[config.mk]
export PLATFORM = sky130hd
export DESIGN_NAME = i2c_slave
export DESIGN_NICKNAME = d
export VERILOG_FILES = /design/src/rtl/i2c_slave.sv
export SDC_FILE = /design/constraint.sdc
export NUM_CORES = 1
export LEC_CHECK = 0
export CORE_MARGIN = 1
export CORE_UTILIZATION = 35
export DETAILED_ROUTE_END_ITERATION = 10
export PLACE_DENSITY = 0.67
export SETUP_SLACK_MARGIN = 0.3
export SLEW_MARGIN = 0
export SYNTH_ARGS = -nofsm -noshare
export SYNTH_HDL_FRONTEND = slang
export SYNTH_SLANG_ARGS = --single-unit
[constraint.sdc]
create_clock -name clk -period 2.1 [get_ports clk]
set_clock_uncertainty 0.2 [all_clocks]
set_input_delay 0.42 -clock clk [delete_from_list [all_inputs] [get_ports clk]]
set_output_delay 0.42 -clock clk [all_outputs]
set_load 0.01 [all_outputs]
[src/rtl/i2c_slave.sv]
// Single-byte I2C target: oversamples sclk/sda on clk, matches an 8-bit LSB-first
// address, then receives or transmits one byte before waiting for stop/start.
module i2c_slave #(
  parameter logic [7:0] SLAVE_ADDRESS = 8'hee
) (
  input  logic       clk,
  input  logic       rst,
  input  logic       sclk,
  input  logic       sda_in,
  output logic       sda_out,
  input  logic       rw,
  input  logic [7:0] tx_data,
  output logic [7:0] rx_data,
  output logic       rx_valid,
  output logic       busy,
  output logic [2:0] state
);

  typedef enum logic [2:0] {
    IDLE = 3'd0,
    ADDR = 3'd1,
    ACK  = 3'd2,
    RX   = 3'd3,
    TX   = 3'd4,
    DONE = 3'd5
  } state_t;

  state_t     state_r, state_next_s;
  logic       sclk_meta_r, sclk_sync_r, sclk_hist_r;
  logic       sda_meta_r, sda_sync_r, sda_hist_r;
  logic [2:0] bit_cnt_r, bit_cnt_next_s;
  logic       bit_term_r, bit_term_next_s;
  logic [7:0] addr_r, addr_next_s;
  logic [7:0] shift_r, shift_next_s;
  logic [7:0] tx_shift_r;
  logic       rw_r;
  logic       sda_out_r, sda_next_s;
  logic [7:0] rx_data_r;
  logic       rx_valid_r, rx_load_s;
  logic       busy_r, busy_next_s;
  logic       capture_s;
  logic       sclk_rise_s, sclk_fall_s, start_s, stop_s, match_s;

  assign sclk_rise_s = sclk_sync_r & ~sclk_hist_r;
  assign sclk_fall_s = ~sclk_sync_r & sclk_hist_r;
  assign start_s     = sclk_sync_r & sclk_hist_r & sda_hist_r & ~sda_sync_r;
  assign stop_s      = sclk_sync_r & sclk_hist_r & ~sda_hist_r & sda_sync_r;
  // The incoming bit is the address MSB, so the match uses it directly.
  assign match_s     = ({sda_sync_r, addr_r[6:0]} == SLAVE_ADDRESS);

  assign sda_out  = sda_out_r;
  assign rx_data  = rx_data_r;
  assign rx_valid = rx_valid_r;
  assign busy     = busy_r;
  assign state    = state_r;

  // Two-flop synchronizers plus one history flop per bus line
  always_ff @(posedge clk or negedge rst) begin
    if (!rst) begin
      sclk_meta_r <= 1'b0;
      sclk_sync_r <= 1'b0;
      sclk_hist_r <= 1'b0;
      sda_meta_r  <= 1'b0;
      sda_sync_r  <= 1'b0;
      sda_hist_r  <= 1'b0;
    end else begin
      sclk_meta_r <= sclk;
      sclk_sync_r <= sclk_meta_r;
      sclk_hist_r <= sclk_sync_r;
      sda_meta_r  <= sda_in;
      sda_sync_r  <= sda_meta_r;
      sda_hist_r  <= sda_sync_r;
    end
  end

  // FSM state register
  always_ff @(posedge clk or negedge rst) begin
    if (!rst) begin
      state_r <= IDLE;
    end else begin
      state_r <= state_next_s;
    end
  end

  // FSM next-state logic; start and stop override every state
  always_comb begin
    state_next_s = state_r;
    if (start_s) begin
      state_next_s = ADDR;
    end else if (stop_s) begin
      state_next_s = IDLE;
    end else begin
      case (state_r)
        IDLE: state_next_s = IDLE;
        ADDR: begin
          if (sclk_rise_s && (bit_cnt_r == 3'd7)) begin
            state_next_s = match_s ? ACK : DONE;
          end else begin
            state_next_s = ADDR;
          end
        end
        ACK: begin
          if (sclk_fall_s && (bit_cnt_r == 3'd2)) begin
            state_next_s = rw_r ? TX : RX;
          end else begin
            state_next_s = ACK;
          end
        end
        RX: begin
          if (sclk_rise_s && (bit_cnt_r == 3'd7)) begin
            state_next_s = DONE;
          end else begin
            state_next_s = RX;
          end
        end
        TX: begin
          if (sclk_fall_s && bit_term_r) begin
            state_next_s = DONE;
          end else begin
            state_next_s = TX;
          end
        end
        DONE:    state_next_s = DONE;
        default: state_next_s = IDLE;
      endcase
    end
  end

  // FSM output/datapath logic; in ACK the bit counter tracks fall/rise/fall phases
  always_comb begin
    sda_next_s      = sda_out_r;
    bit_cnt_next_s  = bit_cnt_r;
    bit_term_next_s = bit_term_r;
    addr_next_s     = addr_r;
    shift_next_s    = shift_r;
    busy_next_s     = busy_r;
    rx_load_s       = 1'b0;
    capture_s       = 1'b0;
    if (start_s) begin
      sda_next_s      = 1'b1;
      bit_cnt_next_s  = 3'd0;
      bit_term_next_s = 1'b0;
      addr_next_s     = 8'h00;
      busy_next_s     = 1'b1;
    end else if (stop_s) begin
      sda_next_s      = 1'b1;
      bit_cnt_next_s  = 3'd0;
      bit_term_next_s = 1'b0;
      busy_next_s     = 1'b0;
    end else begin
      case (state_r)
        IDLE: sda_next_s = 1'b1;
        ADDR: begin
          if (sclk_rise_s) begin
            addr_next_s[bit_cnt_r] = sda_sync_r;
            if (bit_cnt_r == 3'd7) begin
              bit_cnt_next_s = 3'd0;
              capture_s      = match_s;
              sda_next_s     = 1'b1;
            end else begin
              bit_cnt_next_s = bit_cnt_r + 3'd1;
            end
          end else begin
            addr_next_s = addr_r;
          end
        end
        ACK: begin
          if (sclk_fall_s && (bit_cnt_r == 3'd0)) begin
            sda_next_s     = 1'b0;
            bit_cnt_next_s = 3'd1;
          end else if (sclk_rise_s && (bit_cnt_r == 3'd1)) begin
            bit_cnt_next_s = 3'd2;
          end else if (sclk_fall_s && (bit_cnt_r == 3'd2)) begin
            bit_cnt_next_s  = 3'd0;
            bit_term_next_s = 1'b0;
            sda_next_s      = rw_r ? tx_shift_r[0] : 1'b1;
          end else begin
            bit_cnt_next_s = bit_cnt_r;
          end
        end
        RX: begin
          if (sclk_rise_s) begin
            shift_next_s[bit_cnt_r] = sda_sync_r;
            if (bit_cnt_r == 3'd7) begin
              bit_cnt_next_s = 3'd0;
              rx_load_s      = 1'b1;
            end else begin
              bit_cnt_next_s = bit_cnt_r + 3'd1;
            end
          end else begin
            shift_next_s = shift_r;
          end
        end
        TX: begin
          if (sclk_fall_s) begin
            if (bit_term_r) begin
              sda_next_s      = 1'b1;
              bit_term_next_s = 1'b0;
            end else begin
              sda_next_s = tx_shift_r[bit_cnt_r];
            end
          end else if (sclk_rise_s) begin
            if (bit_cnt_r == 3'd7) begin
              bit_term_next_s = 1'b1;
            end else begin
              bit_cnt_next_s = bit_cnt_r + 3'd1;
            end
          end else begin
            sda_next_s = sda_out_r;
          end
        end
        DONE:    sda_next_s = 1'b1;
        default: sda_next_s = 1'b1;
      endcase
    end
  end

  // Datapath and registered outputs
  always_ff @(posedge clk or negedge rst) begin
    if (!rst) begin
      sda_out_r  <= 1'b1;
      bit_cnt_r  <= 3'd0;
      bit_term_r <= 1'b0;
      addr_r     <= 8'h00;
      shift_r    <= 8'h00;
      tx_shift_r <= 8'h00;
      rw_r       <= 1'b0;
      rx_data_r  <= 8'h00;
      rx_valid_r <= 1'b0;
      busy_r     <= 1'b0;
    end else begin
      sda_out_r  <= sda_next_s;
      bit_cnt_r  <= bit_cnt_next_s;
      bit_term_r <= bit_term_next_s;
      addr_r     <= addr_next_s;
      shift_r    <= shift_next_s;
      busy_r     <= busy_next_s;
      rx_valid_r <= rx_load_s;
      if (capture_s) begin
        tx_shift_r <= tx_data;
        rw_r       <= rw;
      end else begin
        tx_shift_r <= tx_shift_r;
        rw_r       <= rw_r;
      end
      if (rx_load_s) begin
        rx_data_r <= shift_next_s;
      end else begin
        rx_data_r <= rx_data_r;
      end
    end
  end

endmodule
==> flow_results.org, run 1 <==
** Outcome
- Run status :: finished, final reports clean

** Setup path
- For the worst setup path, the data required time is around 2.2 ns.
- Counting both buffers and inverters, the worst setup path holds a total of 1.
- R2R Setup Slk :: between 0.008 and 0.009 ns
- Family with the most delay on the worst path :: compound AO/OA/AOI/OAI gates
- Crit path kind :: flip-flop to flip-flop
- Worst Setup End Kind :: flip-flop
- For this run, the slowest stage of the critical path takes 0.45 ns.
- The worst setup path is launched from a flip-flop.
- R2r endpoint :: sda_out$_DFFE_PN1P_
- Worst r2r path cells :: 7
- The worst register-to-register path begins at bit_cnt_r[0]$_DFFE_PN0P_.
- Peak fanout along the critical path :: 6
- The largest individual stage delay along the critical path comes from the cell dfrtp_2.
- Critical path data arrival time :: 2.15 ns
- Cell chain of the critical path :: ha_1, ha_4, inv_1, o21bai_1, o211ai_1, or4_1, o32a_1

** Timing
- For the pin with the worst max-slew slack, the measured transition is between 0.3 and 0.4 ns.
- The final-report max-slew violation count is 0.
- Of the available clock period, the critical path in the final layout requires 0.9958.
- In this run the tightest slew margin relative to its limit is 0.7329.
- Maximum clock rate :: 478.2 MHz
- For the finished layout, the period the worst path requires is approximately 2.1 ns.
- Setup repair after global routing could not meet its margin everywhere.
- Worst path setup slack after routing :: around 0.0088 ns
- The number of hold violations in the final report came to 0.
- Endpoints failing setup :: 0

** Synthesis
- Sequential cell area fraction in the yosys report :: 0.4591
- Most common cell in the synthesized netlist :: dfrtp_1
- Counting flops and latches in the post-synthesis netlist gives 48.
- Avg Cell Area, Syn :: 9.920 um2
- When the netlist entered floorplanning its net count stood at roughly 290.
- Share of the synthesized area in the top cell type :: 0.4491
- The synthesized netlist occupies a cell area of 2619 um2.
- By area the synthesized netlist is led by dfrtp_1 (45%), mux2_2 (4.7%), a21oi_1 (4.2%), nor2_1 (4.2%), ha_1 (3.8%).
- Counting flops with an async set or reset pin after synthesis yields a share of 1.000.
- Dominant cell type by area after synthesis :: dfrtp_1
- Number of instances in the synthesized netlist :: roughly 260
- Unique masters post-synth :: 55
- Yosys mapped a number of flops with a built-in enable equal to 0.
- Cell types with the highest counts after synthesis :: dfrtp_1 (47), nor2_1 (29), a21oi_1 (22), o21ai_0 (14), nand2_1 (13)
- Among all flip-flop cells after synthesis, the most frequent one is dfrtp_1.
- For this run, the number of Yosys warnings is 0.

** Finish
- Counting the fill cells in the layout gives 626.
- Summing all multi-input logic gate instances after layout gives approximately 1700 um2.
- Measured on the finished design, the core utilization comes to 0.5429.
- 0 antenna diodes ended up in the layout.
- Share of layout cells above drive strength 1 :: 0.4358
- Across the whole layout, storage elements account for between 1000 and 1500 um2.
- Layout overhead on the synthesized area :: 50.36%
- Post-layout net count :: approximately 360

** Power
- Leakage power of the design :: approximately 1.7 nW
- Maximum resistive drop on vdd :: around 0.00037 V
- Power spread over the standard cell area amounts to roughly 640 nW/um2.

** Hold path
- The worst hold path passes through 0 cells.
- Worst hold path startpoint :: sclk_meta_r$_DFF_PN0_
- The path with the worst hold slack has its endpoint at sclk_sync_r$_DFF_PN0_.
- The tightest min-delay check is of the flip-flop to flip-flop type.

** Clock tree
- TritonCTS built the clock tree.
- Clock transition at path regs :: roughly 0.1 ns
- In this run, CTS created clock tree buffers numbering 5.
- The tree built by TritonCTS fans out to 48 sinks.
- The clock reaches the later pin of the worst-skew pair after around 0.32 ns.
- Total number of H-tree levels :: 2
- The tree is rooted in a clkbuf_8.
- Maximum buffer depth of the clock tree :: 2

** Floorplan
- From bottom edge to top edge, the die measures 88.50 um.
- Chip Width :: 88.50 um
- Initial standard-cell utilization of the core :: 0.3610
- 27 I/O pins were placed.
- After floorplanning, the core was divided into 31 placement rows.
- The total area inside the core boundary comes to around 7300 um2.
- Die outline area :: 7832 um2

** Placement
- RePlAce Congestion :: between 0.8 and 0.9
- The wire-length estimate of the detail-placed layout is between 4000 and 5000 um.
- Worst setup slack after placement :: -0.03696 ns
- The count of buffers added on input and output ports is 26.

** Route
- Drt first pass iters :: 6
- Wires add up to 7511 um.
- The detailed router placed 2335 vias in this run.
- Number of design-rule violations left by the first detailed-router iteration :: approximately 230
- Dividing the detail-routed wire length by the instance count gives 17.31 um.
- Number of DRC violations after detailed routing :: 0
- After detailed routing, the number of vias per cell comes to roughly 5.4.
- The detail route stage leaves a number of antenna-violating nets equal to 0.

** Global routing
- The first global-routing pass estimated 11030 um of wire.
- Leftover overflow at the end of global routing :: 0
- The initial antenna violation count was 0.
- GRT Resource Usage Total :: 0.1855
- Via count of the first global-routing pass :: 2268
- Entering global routing, the biggest net connects 49 pins.

** Flow run
- Across the run, the number of max-cap violations was 0.
## metal layers
layer	global-route usage	wire length, um
met5	0	0
met4	0.06598	174
met3	0.03731	320
met2	0.2874	3732
met1	0.2578	3283
## sequential cells by signal, indices dropped and copies added (netlist names), 3 cells and up
name	cells
shift_r	8
addr_r	7
tx_shift_r	8
bit_cnt_r	3
rx_data	8
state	3
## stage by stage
step	setup TNS, ns	power [mW]	cells	area [um2]	hold slack, ns
after floorplan	0	1.512	264	2716	-0.07559
after global placement	-0.006047	1.763	405	3266	0.1325
after detailed placement	-0.05097	1.786	405	3266	0.1387
after CTS	0	2.461	429	3696	0.1598
after global routing	-0.2714	2.661	434	3938	0.1736
final	0	2.538	434	3938	0.1576
## final cells by class
| type | count | share of cell area |
|---|---|---|
| multi-input combinational | 190 | 0.4372 |
| clock inverter | 2 | 0.003495 |
| clock buffer | 6 | 0.02097 |
| sequential | 48 | 0.3070 |
| inverter | 10 | 0.01239 |
| timing repair buffer | 79 | 0.1875 |
| tap | 99 | 0.03146 |
## worst register-to-register path, delay by kind of cell (launching register included)
kind                     cells  cell delay (ns)
adder cells (fa/ha/maj)      2             0.41
AO/OA/AOI/OAI                3             0.45
flip-flops                   1             0.45
buffers and inverters        1             0.11
AND/OR/NAND/NOR              1             0.42
## cells by family after synthesis
family	after synthesis	share of synthesized area
simple gates	86	0.1806
compound gates	74	0.1883
flops	48	0.4592
buf+inv	26	0.04300
mux	21	0.08743
fa+ha+maj	8	0.03822
xor+xnor	1	0.003345
## worst max path at each step
stage                                         from                  end  slack (ns)  cells after the start
after floorplan           bit_cnt_r[0]$_DFFE_PN0P_  sda_out$_DFFE_PN1P_        0.05                      7
after global placement       sclk_sync_r$_DFF_PN0_  sda_out$_DFFE_PN1P_      -0.006                      6
after detailed placement     sclk_sync_r$_DFF_PN0_  sda_out$_DFFE_PN1P_       -0.04                      6
after CTS                 bit_cnt_r[0]$_DFFE_PN0P_  sda_out$_DFFE_PN1P_        0.02                      6
after global routing      bit_cnt_r[0]$_DFFE_PN0P_  sda_out$_DFFE_PN1P_       -0.08                      7
final                     bit_cnt_r[0]$_DFFE_PN0P_  sda_out$_DFFE_PN1P_       0.009                      7
## placed cells by master (no fill, tap or decap), drive strengths merged, types with 3 or more instances in the layout
master         instances
a211oi                 6
a21oi                 22
a2bb2oi                4
and2                   3
buf                   53
clkbuf                 6
clkdlybuf4s50         12
dfrtp                 47
dlygate4sd2           10
ha                     8
inv                    9
mux2                  12
mux2i                  9
nand2                 13
nand2b                 7
nand3                  3
nand3b                 4
nor2                  31
nor2b                  3
nor3b                  4
o211ai                 5
o21ai                 14
o22ai                  3
o31ai                  5
or3                    3
## where the power goes
group	switching [mW]	internal, mW
sequential	0.0670	0.998
clock	0.350	0.270
combinational	0.435	0.417
## timing repair
item	in CTS	in global routing
gates cloned	2	0
endpoints found under the hold margin	47	0
buffers inserted	13	5
setup endpoints to repair	54	45
pin swaps	19	16
hold buffers	1	0
resized for setup	69	42
Note: power is estimated with default switching activity, not from simulation.
==> run 2: changes to the inputs <==
- CORE_ASPECT_RATIO: unset -> 0.7
==> run 2 against run 1 <==
Sequential share of layout area barely moved. First-iteration DRC count fell by 33%. Sequential power barely moved. Worst hold slack got worse by 0.0027 ns. Largest cell class unchanged. Core utilization rose by 2.2 points. Final cell count fell by 0.69%. Sequential cell count did not move. Total power rose by 4.3%. The run now ends with setup timing left.
==> flow_results.org, run 2 (same netlist as run 1, synthesis figures left out) <==
** Outcome
- Run status :: finished with violations
- The checks that failed: setup timing.

** Power
- Areal power density over the cells :: 671.5 nW/um2 (+4.2%)
- Maximum resistive drop on vdd :: 0.0004170 V (+12%)
- Leakage power of the design :: 1.745 nW (+2.7%)

** Global routing
- Antenna violations before repair :: 0 (unchanged)
- The fraction of met2 tracks used by global routing came to 0.2544 (-0.03303).
- The leftover overflow at the end of global routing is 0 (unchanged).
- The all-layer global routing usage was 0.1819 (-0.003573).
- The first-pass GRT wire length was 10980 um (-0.38%).
- Busiest layer in global routing :: met1
- The number of global-route vias before repair came to 2063 (-9.0%).
- The met1 track demand over resource is 0.2817 (+0.02396).
- The met3 track utilization from global routing came to 0.04032 (+0.003002).
- Pin count of the biggest net entering global routing :: 49 (unchanged)

** Timing
- Final critical path time including I/O delays and setup :: 2.135 ns (+0.04425 ns)
- Setup repair after global routing could not meet its margin everywhere.
- The highest clock rate was 468.3 MHz (-2.1%).
- The worst hold-check slack came to 0.1549 ns (-0.002655 ns).
- Worst path setup slack after routing :: -0.03542 ns (-0.04425 ns)
- The number of hold violations in the final report was 0 (unchanged).
- Part of the cycle the worst path needs :: 1.017 (+0.02107)
- Endpoints failing setup :: 2 (+2)
- Slew Limit Fails :: 0 (unchanged)
- The relative slew slack came to 0.6762 (-0.05666).
- The slew at the pin with the worst max-slew slack came to 0.4851 ns (+0.09002 ns).
- Final TNS setup :: -0.04201 ns (-0.04201 ns)

** Clock tree
- The maximum level of the CTS H-tree is 2 (unchanged).
- Clock tree from TritonCTS :: done
- Number of sinks handled by clock tree synthesis :: 48 (unchanged)
- The maximum buffer depth of the clock tree came to 2 (unchanged).
- Clock root buffer :: clkbuf_8
- Clock transition at path regs :: 0.11 ns (about the same)
- The CTS buffer count came to 5 (unchanged).
- Skew-Pair Late Insertion Delay :: 0.32 ns (about the same)

** Setup path
- Worst Setup End Kind :: flip-flop
- The largest fanout of any net on the critical path was 5 (-1).
- The number of cells traversed by the worst register-to-register path was 6 (-1).
- Data required time of the worst path :: 2.16 ns (about the same)
- The arrival time reported for the critical path endpoint is 2.19 ns (+0.04 ns).
- Crit path kind :: flip-flop to flip-flop
- Startpoint kind of the worst setup timing path :: flip-flop

** Route
- The total iterations of the first detailed-routing run came to 4 (-2).
- Average via count per standard cell :: 5.457 (+1.4%)
- Number of nets with antenna violations after detailed routing :: 0 (unchanged)
- Overall routed net length :: 7469 um (-0.56%)
- Average wire per cell in the routed design :: 17.33 um (+0.13%)
- Number of design-rule violations left by the first detailed-router iteration :: 154 (-33%)
- The DRC violation count after routing came to 0 (unchanged).
- Overall via count from detail_route :: 2352 (+0.73%)

** Hold path
- The worst hold path belongs to the class flip-flop to flip-flop.
- Number of instances on the worst hold path :: 0 (unchanged)

** Floorplan
- Die outline area :: 7837 um2 (about the same)
- The horizontal extent of the die is 105.4 um (+19%).
- Core region area :: 6975 um2 (-3.8%)
- The number of core rows came to 25 (-19%).
- Top-level I/O count :: 27 (unchanged)
- Floorplan die height :: 74.37 um (-16%)
- The effective utilization at floorplan came to 0.3754 (+0.01438).

** Finish
- The number of inserted diodes is 0 (unchanged).
- The number of filler cells placed in the layout was 562 (-10%).
- Share of layout cells above drive strength 1 :: 0.4451 (+0.009283)
- The final net count came to 357 (+0.56%).
- Commonest cells after routing, fill and taps aside :: dfrtp_1 (41), buf_4 (41), nor2_1 (18)
- The final design area excluding fillers was 3941 um2 (about the same).
- The area growth from synthesis to layout came to 50.50% (about the same).

** Placement
- HPWL after detailed placement :: 4575 um (+1.6%)
- The routability congestion estimate is 0.9331 (+3.9%).
- Number of buffers added on ports :: 26 (unchanged)
- The area after detailed placement came to 3214 um2 (-1.6%).

** Flow run
- The max capacitance violation total was 0 (unchanged).
## run 2: cell count changes in the layout (fill, tap and decap cells not counted), sizes merged
cell | before | now
buf | 53 | 55
bufinv | 0 | 1
clkbuf | 6 | 5
clkdlybuf4s15 | 2 | 0
clkdlybuf4s50 | 12 | 11
clkinv | 2 | 0
dlymetal6s2s | 1 | 3
inv | 9 | 11
nand2 | 13 | 14
## run 2: layer usage
layer,wire (um),part of all wire,up-vias
li1,-,-,1095
met1,3600,0.48,1170
met2,3394,0.45,80
met3,411,0.055,7
met4,63,0.0084,0
met5,0,0,-
## run 2: what timing repair did
action	in CTS	in global routing
hold endpoints to repair	47	0
pin swaps	17	20
gates resized for setup	51	70
setup endpoints to repair	54	45
hold buffers	1	0
setup buffers	18	8
gates cloned	2	0
## run 2: area by class of cell
class | instances | area (um2) | area share
inverter | 10 | 45.04 | 0.01143
clock buffer | 5 | 68.82 | 0.01746
sequential | 48 | 1210 | 0.3070
multi-input combinational | 191 | 1728 | 0.4384
timing repair buffer | 80 | 725.7 | 0.1841
tap | 94 | 117.6 | 0.02984
clock inverter | 3 | 46.29 | 0.01175
## run 2: path summary, 6_finish.rpt
check / from / endpoint / slack [ns]
setup / recovery: bit_cnt_r[0]$_DFFE_PN0P_ / sda_out$_DFFE_PN1P_ / -0.04
hold / removal: sclk_meta_r$_DFF_PN0_ / sclk_sync_r$_DFF_PN0_ / 0.15
setup reg to reg: bit_cnt_r[0]$_DFFE_PN0P_ / sda_out$_DFFE_PN1P_ / -0.04
hold reg to reg: sclk_meta_r$_DFF_PN0_ / sclk_sync_r$_DFF_PN0_ / 0.15
max in group asynchronous: rst / sda_out$_DFFE_PN1P_ / 0.99
min in group asynchronous: rst / sclk_hist_r$_DFF_PN0_ / 0.42
## run 2: power by group
group / switching (mW) / internal (mW) / leakage (nW)
logic: 0.438 / 0.417 / 1.07
clock network: 0.352 / 0.359 / 0.0548
registers: 0.0825 / 0.998 / 0.616
total: 0.872 / 1.77 / 1.74
## run 2: critical path: stages, from the launching register on
cell and delay, ns:
dfrtp_2 0.49, ha_4 0.18, and3b_2 0.24, a211oi_2 0.24, o211ai_1 0.15, or4_1 0.42, o32a_1 0.17
## run 2: metrics by stage
step	std cells	worst slack, ns	util	power [mW]
after floorplan	264	0.04627	-	1.512
after global placement	394	-0.09119	0.4608	1.727
after detailed placement	394	-0.08607	0.4608	1.739
final	431	-0.03542	0.5650	2.647
after CTS	423	0.009743	0.5137	2.521
after global routing	431	-0.1025	0.5650	2.770
